[src/rtl/counter_readout_ctrl.sv]
// Counter readout sequencer.
// When a dump is requested, this block waits until the system reports IDLE.
// It then walks the counter block through indices 0..NUM_CNT-1, one index at a time.
// Each returned value is latched and presented under a valid/ready handshake.
// A running total of the captured values is kept in sum.
//
//   state   | meaning
//   --------+---------------------------------------------------------
//   ST_IDLE | no dump active; may hold a deferred start in pend
//   ST_REQ  | req high for cur_idx, waiting for cnt_valid (with timeout)
//   ST_OUT  | captured value held on out_*, waiting for out_ready
//   ST_DONE | one-cycle done pulse after the last value was accepted
module counter_readout_ctrl #(
    parameter int NUM_CNT = 5,
    parameter int DATA_W  = 5,
    parameter int IDX_W   = 3,
    parameter int TIMEOUT = 16
) (
    input  logic                    clk,
    input  logic                    reset,
    input  logic                    start,
    input  logic                    IDLE,
    input  logic                    cnt_valid,
    input  logic [DATA_W-1:0]       cnt_data,
    output logic                    req,
    output logic [IDX_W-1:0]        idx,
    output logic                    out_valid,
    input  logic                    out_ready,
    output logic [DATA_W-1:0]       out_data,
    output logic [IDX_W-1:0]        out_idx,
    output logic [DATA_W+IDX_W-1:0] sum,
    output logic                    busy,
    output logic                    done,
    output logic                    err
);

    localparam int WAIT_W = $clog2(TIMEOUT + 1);
    localparam logic [WAIT_W-1:0] WAIT_LAST = WAIT_W'(TIMEOUT - 1);
    localparam logic [IDX_W-1:0]  LAST_IDX  = IDX_W'(NUM_CNT - 1);

    typedef enum logic [1:0] {
        ST_IDLE,
        ST_REQ,
        ST_OUT,
        ST_DONE
    } state_t;

    state_t            state;
    logic              pend;
    logic [IDX_W-1:0]  cur_idx;
    logic [WAIT_W-1:0] wait_cnt;
    logic              err_q;

    // Sequencer: state, index walk, capture/handshake registers, sum and timeout.
    always_ff @(posedge clk) begin
        if (reset) begin
            state     <= ST_IDLE;
            pend      <= 1'b0;
            cur_idx   <= '0;
            wait_cnt  <= '0;
            err_q     <= 1'b0;
            out_valid <= 1'b0;
            out_data  <= '0;
            out_idx   <= '0;
            sum       <= '0;
        end else begin
            err_q <= 1'b0;
            case (state)
                ST_IDLE: begin
                    // A start seen while the system is busy is remembered in pend
                    // and is launched as soon as IDLE rises.
                    if ((start || pend) && IDLE) begin
                        state    <= ST_REQ;
                        cur_idx  <= '0;
                        sum      <= '0;
                        pend     <= 1'b0;
                        wait_cnt <= '0;
                    end else if (start) begin
                        pend <= 1'b1;
                    end
                end
                ST_REQ: begin
                    if (cnt_valid) begin
                        out_data  <= cnt_data;
                        out_idx   <= cur_idx;
                        out_valid <= 1'b1;
                        sum       <= sum + {{IDX_W{1'b0}}, cnt_data};
                        wait_cnt  <= '0;
                        state     <= ST_OUT;
                    end else if (wait_cnt == WAIT_LAST) begin
                        // Abort the dump; the last captured value and sum stay visible.
                        err_q    <= 1'b1;
                        wait_cnt <= '0;
                        state    <= ST_IDLE;
                    end else begin
                        wait_cnt <= wait_cnt + WAIT_W'(1);
                    end
                end
                ST_OUT: begin
                    if (out_ready) begin
                        out_valid <= 1'b0;
                        if (cur_idx == LAST_IDX) begin
                            state <= ST_DONE;
                        end else begin
                            cur_idx <= cur_idx + IDX_W'(1);
                            state   <= ST_REQ;
                        end
                    end
                end
                ST_DONE: begin
                    state <= ST_IDLE;
                end
                default: begin
                    state <= ST_IDLE;
                end
            endcase
        end
    end

    // Handshake and status outputs decode directly from registered state.
    assign req  = (state == ST_REQ);
    assign busy = (state != ST_IDLE);
    assign done = (state == ST_DONE);
    assign err  = err_q;
    assign idx  = cur_idx;

endmodule

[config.mk]
export PLATFORM = sky130hd
export DESIGN_NAME = counter_readout_ctrl
export DESIGN_NICKNAME = d
export VERILOG_FILES = /design/src/rtl/counter_readout_ctrl.sv
export SDC_FILE = /design/constraint.sdc
export NUM_CORES = 1
export LEC_CHECK = 0
export BUFFER_PORTS_ARGS = -buffer_cell sky130_fd_sc_hd__buf_2
export CORE_UTILIZATION = 52
export DETAILED_ROUTE_END_ITERATION = 16
export PLACE_DENSITY = 0.78
export SYNTH_ARGS = -nofsm -noshare
export SYNTH_HDL_FRONTEND = slang
export SYNTH_SLANG_ARGS = --single-unit
[constraint.sdc]
create_clock -name clk -period 2.4 [get_ports clk]
set_clock_uncertainty 0.15 [all_clocks]
set_input_delay 0.24 -clock clk [delete_from_list [all_inputs] [get_ports clk]]
set_output_delay 0.24 -clock clk [all_outputs]
set_load 0.1 [all_outputs]
Word level (Yosys, flattened, before mapping)

Cells that the tools add are included.

Add/sub/neg operators: 3
$mul: 0
Div/mod/pow operators: 0
Order comparisons: 0
Equality and inequality tests: 10
Shift-type cells: 0
Muxes and demuxes: 23
Bitwise logic cells: 1
Reductions and logical operators: 16

Operators with widths:

| cell                                                 | number |
|---|---|
| two-way mux 8 bit                                    | 2 |
| one-hot mux 8 bit (2 select lines)                   | 1 |
| two-way mux 5 bit                                    | 3 |
| two-way mux 2 bit                                    | 5 |
| one-hot mux 5 bit (2 select lines)                   | 1 |
| nonzero test 2 bit                                   | 5 |
| two-way mux 3 bit                                    | 3 |
| AND reduction 3 bit                                  | 3 |
| adder 8 x 5 -> 8 bit                                 | 1 |
| != test 2 bit (second input constant)                | 4 |
| one-hot mux 2 bit (4 select lines)                   | 1 |
| one-hot mux 3 bit (2 select lines)                   | 1 |
| AND reduction 2 bit                                  | 3 |
| adder 5 x 1 -> 5 bit (second input constant)         | 1 |
| equality test 5 x 4 -> 1 bit (second input constant) | 1 |
| two-way mux 1 bit                                    | 5 |
| equality test 2 bit (second input constant)          | 2 |
| AND reduction 4 bit                                  | 1 |
| adder 3 x 1 -> 3 bit (second input constant)         | 1 |
| equality test 3 bit (second input constant)          | 1 |
| != test 3 x 2 -> 1 bit (second input constant)       | 1 |
| OR reduction 3 bit                                   | 1 |
| equality test 2 x 1 -> 1 bit (second input constant) | 1 |
| logical NOT 2 bit                                    | 1 |
| 4 further kinds                                      | 4 |

Register bits: 29
Latch bits: 0
RAM bits: 0
ROM bits: 0
Output and inout port bits: 24
Word-level logic and storage cells: 62
Memories: 0

Longest topological paths before layout

Gate-level depths: netlist (run 1).

Depth in word-level cells: 4
Mapped depth: 7
Gate-level depth less buffers: 7

Least setup slack after synthesis (run 1)

No wires, ideal clock.

Path type: reg2reg
Start: register sum[1]
End: register sum[5]
Arrival time: 2.137 ns
Slack: -0.004 ns
Cell stages (with the launch flop): 7
Path buffers: 0
Cell sequence: dfxtp_1 > ha_1 > a21o_1 > o21ba_2 > o221ai_1 > xor2_1 > nor2_1

Cells in the longest elaborated chain, start to end: 3

Ends and longest elaborated chain:

| element                            | line | RTL |
|---|---|---|
| from (decl)                        | 31   | `output logic [DATA_W+IDX_W-1:0] sum,` |
| from (signal assigned)             | 87   | `sum <= sum + {{IDX_W{1'b0}}, cnt_data};` |
| adder 8 x 5 -> 8 bit               | 87   |  |
| two-way mux 8 bit                  | 83   | `if (cnt_valid) begin` |
| one-hot mux 8 bit (2 select lines) | 68   | `case (state)` |

No other way between the ends. The select of a mux whose other input is x is not followed.
A chain may end at the register's enable or synchronous reset.

Worst setup path in the final report (run 1)

Start: input cnt_data[0]
End: register sum[6]

Cells in the longest elaborated chain, start to end: 3

Ends and longest elaborated chain:

| element                            | line | RTL |
|---|---|---|
| from (decl)                        | 24   | `input logic [DATA_W-1:0] cnt_data,` |
| adder 8 x 5 -> 8 bit               | 87   |  |
| two-way mux 8 bit                  | 83   |  |
| one-hot mux 8 bit (2 select lines) | 68   |  |

No other way between the ends. The select of a mux whose other input is x is not followed.

==> impl_results.md, run 1 <==
- Outcome: completed
- Worst r2r src: state[1]$_SDFFE_PP0P_
- Clock slew at reported path FFs: 0.09 ns
- Cells after synthesis: 164
- Rel. slew slack: 0.674
- Number of flops mapped to enable cells by yosys: 0
- Max VDD drop: 0.465 mV
- Setup slack after layout: 0.257 ns
- Antenna Diode Count: 0
- Flop pwr share: 0.515
- Buffers added on ports: 34
- Via count: 1,261
- Fin Setup TNS: 0 ns
- Static Leak: 0.745 nW
- Core area: 2500 um^2
- RD Place Congestion: 0.775
- Initial DRC count: 39
- Longest Clk Path Bufs: 2
- Setup Crit Path Kind: input port to flip-flop
- Layout cells sized above 1: 0.251
- Gr usage total: 0.231
- First-pass GRT wire length: 4570 um
- Power share of the clock group: 0.286
- CTS resizes: 0
- Net Switching: 0.327 mW
- Skew-Pair Late Insertion Delay: 0.33 ns
- Ys async rst share: 0
- Worst Hold Class: input port to flip-flop
- Final Setup Violations: 0
- Pint: 0.652 mW
- Worst setup endpoint: sum[6]$_SDFFE_PP0P_
- Die area: 2880 um^2
- Yosys warnings: 0
- Avg WL per Cell: 12.7 um
- PwrDens: 595 nW/um^2
- Die Wd: 53.7 um
- Syn nets: 184
- Dominant cells by area after synthesis: dfxtp_1 42%, a21oi_1 8.3%, ha_1 7.2%
- Combinational Power Share: 0.199
- Detailed Place HPWL: 2160 um
- Worst-Margin Slew: 0.492 ns
- Pre-CTS WS: 0.488 ns
- Nets: 222
- R2R depth: 5
- Setup crit start: cnt_data[0]
- DRC errors left: 0
- Max Clk Rate: 0.467 GHz
- Syn avg cell area: 8.46 um^2
- Worst reg2reg path endpoint: sum[4]$_SDFFE_PP0P_
- CTS H-tree depth: 2
- WP data arrival: 2.22 ns
- Antenna-violating nets left: 0
- Critical Path Sink Type: flip-flop
- TritonCTS clock tree: yes
- Seq/Total Area, Yosys: 0.418
- Max-slew violation count: 0
- Largest net degree at the start of global routing: 27
- R2r setup slk: 0.47 ns
- Num CTS Buffers: 5
- Vias in the first global route: 1,088
- Die Span Y: 53.7 um
- Site Rows: 18
- Post-synthesis register bit count: 29
- Hold_ws: 0.0277 ns
- Router iterations before antenna repair: 4
- CP Launch Type: input port
- Switch share: 0.334
- Tmin final: 2.14 ns
- Total grt overflow: 0
- Root Driver: clkbuf_4
- RSZ-0062 raised after global routing: no
- Antenna violations before repair: 0
- TritonCTS Sinks: 29
- Worst EP required: 2.48 ns
- Initial Utilization: 0.555
- Cell variety after synth: 38
- Cell area after synthesis: 1390 um^2
- Yosys top cell area share: 0.418
- Area Overhead vs Synth: 18.5%
- Vias per cell: 5.41
- Crit share post-route: 0.893
- # IOs: 35
- Main synth FF type: dfxtp_1
- Synth area leader: dfxtp_1
- Hold Fails Final Rpt: 0
- Max_cap viols: 0
- Routed WL: 2950 um
- CP Max Fanout: 2
==> layout by cell type, fill, tap and decap left out, types with 4 or more instances in the layout <==
master / Yosys / final
buf_2: 1 / 34
dfxtp_1: 29 / 28
a21oi_1: 23 / 23
nand2_1: 19 / 19
nor2_1: 19 / 19
ha_1: 8 / 8
nand3_1: 7 / 7
o21ai_0: 6 / 6
xor2_1: 6 / 6
clkbuf_4: 0 / 5
inv_1: 4 / 4
a22oi_1: 4 / 4
==> what timing repair did <==
action | 4_1_cts | 5_1_grt
endpoints found under the hold margin | 2 | 0
buffers inserted | 0 | 0
hold buffers | 2 | 0
==> synth_stat cells, types with 2 or more instances <==
| library cell | instances |
|---|---|
| dfxtp_1 | 29 |
| nand2_1 | 19 |
| or2_2 | 2 |
| o21ai_0 | 6 |
| inv_1 | 4 |
| a211oi_1 | 2 |
| clkbuf_1 | 4 |
| nand3_1 | 7 |
| a22oi_1 | 4 |
| ha_1 | 8 |
| nor2_1 | 19 |
| a21oi_1 | 23 |
| o21ai_1 | 2 |
| xor2_1 | 6 |
| nor3_1 | 3 |
| and2_1 | 3 |
| or3_1 | 2 |
==> metal layers <==
layer,up-vias,share of wire,track usage
li1,648,-,-
met1,573,0.48,0.275
met2,36,0.47,0.358
met3,4,0.044,0.0989
met4,0,0.011,0.105
met5,-,0,0
==> registers in the layout, indices dropped and copies added, names as in the netlist <==
name       count
sum            8
out_data       5
wait_cnt       5
idx            3
out_idx        3
state          2
err            1
out_valid      1
pend           1
==> power by group through the flow <==
stage	logic, mW	registers [mW]	clock network [mW]
finish	0.195	0.503	0.280
global route	0.209	0.505	0.310
CTS	0.195	0.503	0.288
detailed placement	0.192	0.515	0
global placement	0.188	0.514	0
floorplan	0.103	0.564	0
==> final cells by class <==
type,count,area [um^2]
Fill cell,203,856
Multi-Input combinational cell,124,757
Sequential cell,29,582
Timing Repair Buffer,37,198
Clock buffer,6,41.3
Tap cell,30,37.5
Inverter,5,18.8
Clock inverter,2,10.0
==> stage by stage <==
step	util	power (mW)	cells	instance area [um^2]
finish	0.658	0.978	233	1640
global route	0.658	1.02	233	1640
CTS	0.658	0.986	233	1640
detailed placement	0.629	0.706	223	1570
global placement	0.629	0.702	223	1570
floorplan	-	0.668	164	1390
==> worst max-delay path: stages <==
cell	delay, ns
dlygate4sd3_1	0.53
buf_2	0.13
ha_1	0.22
fa_1	0.41
a21oi_1	0.24
o21ai_0	0.13
nand3_1	0.11
xor2_1	0.16
nor2_1	0.05
==> cell families (layout without fill, tap and decap cells) <==
family / after synthesis / count (layout) / share of synthesized area
buffers and inverters: 11 / 50 / 0.0361
multiplexers: 1 / 1 / 0.00721
adder cells (fa/ha/maj): 9 / 9 / 0.0866
AO/OA/AOI/OAI: 46 / 46 / 0.204
XOR/XNOR: 6 / 6 / 0.0379
AND/OR/NAND/NOR: 62 / 62 / 0.210
flip-flops: 29 / 29 / 0.418
==> worst min path at each step <==
stage | from | end | slack [ns] | depth (start not counted)
global route | cnt_data[2] | out_data[2]$_SDFFE_PP0P_ | 0.008 | 3
CTS | cnt_data[4] | out_data[4]$_SDFFE_PP0P_ | 0.02 | 3
global placement | IDLE | pend$_SDFFE_PP0P_ | 0.29 | 2
detailed placement | wait_cnt[4]$_SDFFE_PP0P_ | err$_SDFF_PP0_ | 0.30 | 1
finish | cnt_data[4] | out_data[4]$_SDFFE_PP0P_ | 0.03 | 3
floorplan | IDLE | pend$_SDFFE_PP0P_ | 0.19 | 1
Power figures use the tool's default switching activity.
==> run 2, diff against run 1 <==
PLACE_DENSITY = 0.9   (was 0.78)
==> impl_results.md, run 2 (synthesized netlist as in run 1, its figures left out) <==
- Nets: 221
- Die Span Y: 53.7 um
- Reg with most FFs: sum
- Worst reg2reg path endpoint: sum[4]$_SDFFE_PP0P_
- Combinational Power Share: 0.193
- RD Place Congestion: 0.833
- CP Launch Type: flip-flop
- Final Core Density: 0.655
- Crit share post-route: 0.813
- Buffers added on ports: 34
- Via count: 1,259
- Worst EP required: 2.52 ns
- Longest Clk Path Bufs: 2
- Clock slew at reported path FFs: 0.09 ns
- # IOs: 35
- Flop pwr share: 0.504
- CTS resizes: 0
- GR peak layer: met2
- Largest net degree at the start of global routing: 27
- R2r setup slk: 0.45 ns
- Initial Utilization: 0.555
- Detailed Place HPWL: 2130 um
- PwrDens: 610 nW/um^2
- Commonest non-fill, non-tap cell in the layout: buf_2
- Avg WL per Cell: 12.6 um
- Rel. slew slack: 0.677
- Core area: 2500 um^2
- Antenna Diode Count: 0
- Net Switching: 0.322 mW
- Final Setup Violations: 0
- Router iterations before antenna repair: 4
- TritonCTS Sinks: 29
- Hold Fails Final Rpt: 0
- Tmin final: 1.95 ns
- Initial DRC count: 25
- Pwr Total: 0.999 mW
- Critical-path cell list: and2b_1 > and2_1 > nor2_1 > a22oi_1 > nor2_1
- First-pass GRT wire length: 4760 um
- RSZ-0062 raised after global routing: no
- Die Wd: 53.7 um
- CP max stage cell: dfxtp_1
- Switch share: 0.322
- Gr usage total: 0.234
- WP data arrival: 2.07 ns
- Worst setup endpoint: sum[4]$_SDFFE_PP0P_
- Max Clk Rate: 0.513 GHz
- Layout cells sized above 1: 0.249
- Site Rows: 18
- Worst r2r src: state[1]$_SDFFE_PP0P_
- Met3 usage: 0.102
- Setup crit start: state[1]$_SDFFE_PP0P_
- Routed WL: 2910 um
- CP Max Fanout: 12
- Static Leak: 0.740 nW
- TritonCTS clock tree: yes
- Critical Path Sink Type: flip-flop
- CTS H-tree depth: 2
- Fin Setup TNS: 0 ns
- Worst-Margin Slew: 0.487 ns
- Met1 GRT Util: 0.264
- Root Driver: clkbuf_4
- Power share of the clock group: 0.303
- Outcome: completed
- Max reg flops: 8
- Num CTS Buffers: 5
- Max VDD drop: 0.519 mV
- Vias in the first global route: 1,169
- Die area: 2880 um^2
- Met2 usage: 0.400
- Max_cap viols: 0
- Antenna-violating nets left: 0
- Placed cell areas: 1570 um^2
- R2R depth: 5
- Area Overhead vs Synth: 18.0%
- Most frequent cells in the layout: 34 x buf_2, 28 x dfxtp_1, 23 x a21oi_1
- Vias per cell: 5.45
- Max-slew violation count: 0
- Final instance area: 1640 um^2
- Worst Hold Class: input port to flip-flop
- CP dominant cell by count: nor2_1
- Skew-Pair Late Insertion Delay: 0.33 ns
- Setup Crit Path Kind: flip-flop to flip-flop
- Regs by FF count: sum: 8 flops, out_data: 5 flops, wait_cnt: 5 flops
- Antenna violations before repair: 0
- Pint: 0.678 mW
- Total grt overflow: 0
- Worst Hold Launch: cnt_data[4]
- Slowest stage delay, CP: 0.56 ns
- DRC errors left: 0
## run 2: worst min path at each step
| stage | to | slack (ns) | cells past startpoint |
|---|---|---|---|
| after global placement | err$_SDFF_PP0_ | 0.29 | 1 |
| after detailed placement | err$_SDFF_PP0_ | 0.29 | 1 |
| final | out_data[4]$_SDFFE_PP0P_ | 0.01 | 3 |
| after global routing | out_data[4]$_SDFFE_PP0P_ | 0.005 | 3 |
| after floorplan | pend$_SDFFE_PP0P_ | 0.19 | 1 |
| after CTS | out_data[4]$_SDFFE_PP0P_ | 0.006 | 3 |
## run 2: power groups by stage
stage                     logic, mW  registers [mW]  clock network [mW]
final                         0.193           0.503               0.303
after floorplan               0.103           0.564                   0
after global routing          0.208           0.506               0.330
after CTS                     0.193           0.504               0.312
after detailed placement      0.191           0.515                   0
after global placement        0.188           0.514                   0
## run 2: per-layer routing
| metal | vias to the layer above | routed length (um) |
|---|---|---|
| li1 | 643 | - |
| met1 | 580 | 1310 |
| met2 | 34 | 1410 |
| met3 | 2 | 154 |
| met4 | 0 | 23 |
| met5 | - | 0 |
## run 2: metrics by stage
step | hold slack (ns) | setup WS, ns | cells
floorplan | 0.187 | 0.0326 | 164
global placement | 0.290 | 0.538 | 223
detailed placement | 0.290 | 0.479 | 223
CTS | 0.00618 | 0.455 | 231
global route | 0.00540 | 0.256 | 231
finish | 0.0118 | 0.449 | 231
## run 2: critical path, delay by kind of cell (launching register included)
| family | cells | cell delay (ns) |
|---|---|---|
| simple gates | 4 | 1.05 |
| flops | 1 | 0.56 |
| compound gates | 1 | 0.14 |
## run 2: layout make-up
cell class,instances,area [um^2]
inverters,5,18.8
well taps,30,37.5
fillers,230,862
flip-flops and latches,29,582
clock buffers,7,55.1
repair buffers,36,188
multi-input cells,124,757
## run 2: repair_timing
action	CTS	global route
hold buffers	1	0
endpoints found under the hold margin	1	0
buffers inserted	0	0
==> run 3, diff against run 2 <==
CORE_UTILIZATION = 47   (was 52)
PLACE_DENSITY = 0.87   (was 0.9)
clock period = 1.69 ns   (was 2.4 ns; I/O delays follow)
==> impl_results.md, run 3 (synthesized netlist as in run 1, its figures left out) <==
- CP Max Fanout: 3
- PwrDens: 749 nW/um^2
- Violated checks: setup timing
- RSZ-0062 raised after global routing: yes
- Initial DRC count: 33
- Worst Hold Class: input port to flip-flop
- Router iterations before antenna repair: 4
- CTS H-tree depth: 2
- Avg WL per Cell: 12.7 um
- Die Wd: 56.3 um
- CP top delay family: adder cells
- Longest Clk Path Bufs: 2
- Total grt overflow: 0
- Worst reg2reg path endpoint: sum[4]$_SDFFE_PP0P_
- Hold Fails Final Rpt: 0
- Max Clk Rate: 0.583 GHz
- Worst EP required: 1.74 ns
- Flop pwr share: 0.488
- Max VDD drop: 0.739 mV
- Hold Path Stages: 3
- Num CTS Buffers: 5
- Area Overhead vs Synth: 39.8%
- Final Setup Violations: 2
- TritonCTS clock tree: yes
- Setup Crit Path Kind: flip-flop to flip-flop
- Outcome: finished, violations left
- CP Launch Type: flip-flop
- Clock slew at reported path FFs: 0.09 ns
- Number of fill cells in the layout: 223
- Most frequent cells in the layout: 31 x buf_2, 22 x a21oi_1, 19 x nand2_1
- Antenna violations before repair: 0
- CP max stage cell: dfxtp_4
- Max-slew violation count: 0
- Nets: 236
- CP bufs+invs: 0
- Gr usage total: 0.217
- Core area: 2780 um^2
- Tmin final: 1.71 ns
- Regs by FF count: sum: 8 flops, out_data: 5 flops, wait_cnt: 5 flops
- # IOs: 35
- RD Place Congestion: 0.776
- Worst-Margin Slew: 0.491 ns
- Combinational Power Share: 0.239
- Static Leak: 0.834 nW
- Initial Utilization: 0.499
- Pint: 0.969 mW
- Routed WL: 3140 um
- Reg with most FFs: sum
- DRC errors left: 0
- Critical-path cell list: ha_4 > fa_2 > a21oi_2 > o21bai_1 > xor2_1 > a22oi_1 > nor2_1
- Antenna Diode Count: 0
- Largest net degree at the start of global routing: 27
- Placed cell areas: 1790 um^2
- WP data arrival: 1.77 ns
- Setup slack after layout: -0.0242 ns
- TritonCTS Sinks: 29
- Die Span Y: 56.3 um
- Vias in the first global route: 1,229
- Max reg flops: 8
- Rel. slew slack: 0.675
- Vias per cell: 5.34
- Final instance area: 1940 um^2
- First-pass GRT wire length: 5420 um
- Layout cells sized above 1: 0.396
- Commonest non-fill, non-tap cell in the layout: buf_2
- Worst Hold Launch: start
- Detailed Place HPWL: 2230 um
- Buffers added on ports: 34
- Die area: 3170 um^2
- Net Switching: 0.484 mW
- R2r setup slk: -0.02 ns
- Switch share: 0.333
- Power share of the clock group: 0.274
- Hold_ws: 0.0250 ns
- Max_cap viols: 0
- Root Driver: clkbuf_4
- Worst r2r src: sum[0]$_SDFFE_PP0P_
- Hold Path End: pend$_SDFFE_PP0P_
- Via count: 1,325
- Skew-Pair Late Insertion Delay: 0.32 ns
- Critical Path Sink Type: flip-flop
- R2R depth: 7
- Site Rows: 19
- Pre-CTS WS: -0.0000330 ns
- Pwr Total: 1.45 mW
- Crit share post-route: 1.01
- Antenna-violating nets left: 0
- Slowest stage delay, CP: 0.36 ns
-- run 3: cell types whose count changed in the layout (fill, tap and decap cells not counted), sizes merged --
cell,before,now
buf,35,45
dlygate4sd3,1,6
clkinv,0,2
clkbuf,7,6
-- run 3: layout make-up --
| class | count | area, um^2 | area share |
|---|---|---|---|
| timing repair buffer | 51 | 358 | 0.185 |
| clock buffer | 6 | 41.3 | 0.0213 |
| multi-input combinational | 124 | 857 | 0.442 |
| clock inverter | 2 | 10.0 | 0.00516 |
| sequential | 29 | 613 | 0.316 |
| inverter | 5 | 21.3 | 0.0110 |
| tap | 31 | 38.8 | 0.0200 |
-- run 3: per-stage QoR --
step	cells	TNS, ns	utilization
2_1_floorplan	164	-0.337	-
3_3_place_gp	231	0	0.642
3_5_place_dp	231	-0.0000330	0.642
4_1_cts	245	-0.0257	0.682
5_1_grt	248	-0.241	0.697
6_report	248	-0.0266	0.697
-- run 3: power groups by stage --
stage | Clock (mW) | Combinational (mW) | Sequential [mW]
finish | 0.398 | 0.347 | 0.708
global route | 0.444 | 0.371 | 0.712
CTS | 0.405 | 0.339 | 0.707
detailed placement | 0 | 0.327 | 0.723
global placement | 0 | 0.321 | 0.722
floorplan | 0 | 0.161 | 0.795
-- run 3: worst min-delay path, stage by stage --
cell,delay (ns)
buf_2,0.11
a21oi_1,0.11
a211oi_1,0.06
-- run 3: worst max-delay path by stage --
stage	end	depth (start not counted)	from	slack [ns]
finish	sum[4]$_SDFFE_PP0P_	7	sum[0]$_SDFFE_PP0P_	-0.02
global route	sum[6]$_SDFFE_PP0P_	7	sum[0]$_SDFFE_PP0P_	-0.07
CTS	sum[4]$_SDFFE_PP0P_	7	sum[0]$_SDFFE_PP0P_	-0.01
detailed placement	sum[4]$_SDFFE_PP0P_	7	sum[0]$_SDFFE_PP0P_	-0.00003
global placement	sum[6]$_SDFFE_PP0P_	7	sum[0]$_SDFFE_PP0P_	0.02
floorplan	sum[4]$_SDFFE_PP0P_	7	sum[0]$_SDFFE_PP0P_	-0.09
-- run 3: metal layers --
layer / wire length [um] / share of wire / track usage
met5: 0 / 0 / 0
met4: 44 / 0.014 / 0.0836
met3: 165 / 0.053 / 0.0599
met2: 1520 / 0.48 / 0.367
met1: 1410 / 0.45 / 0.261
-- run 3: repair_timing --
action	in CTS	in global routing
setup endpoints to repair	2	10
hold endpoints to repair	6	0
resized for setup	0	6
gates cloned	0	0
hold buffers	6	0
pin swaps	0	3
setup buffers	0	3
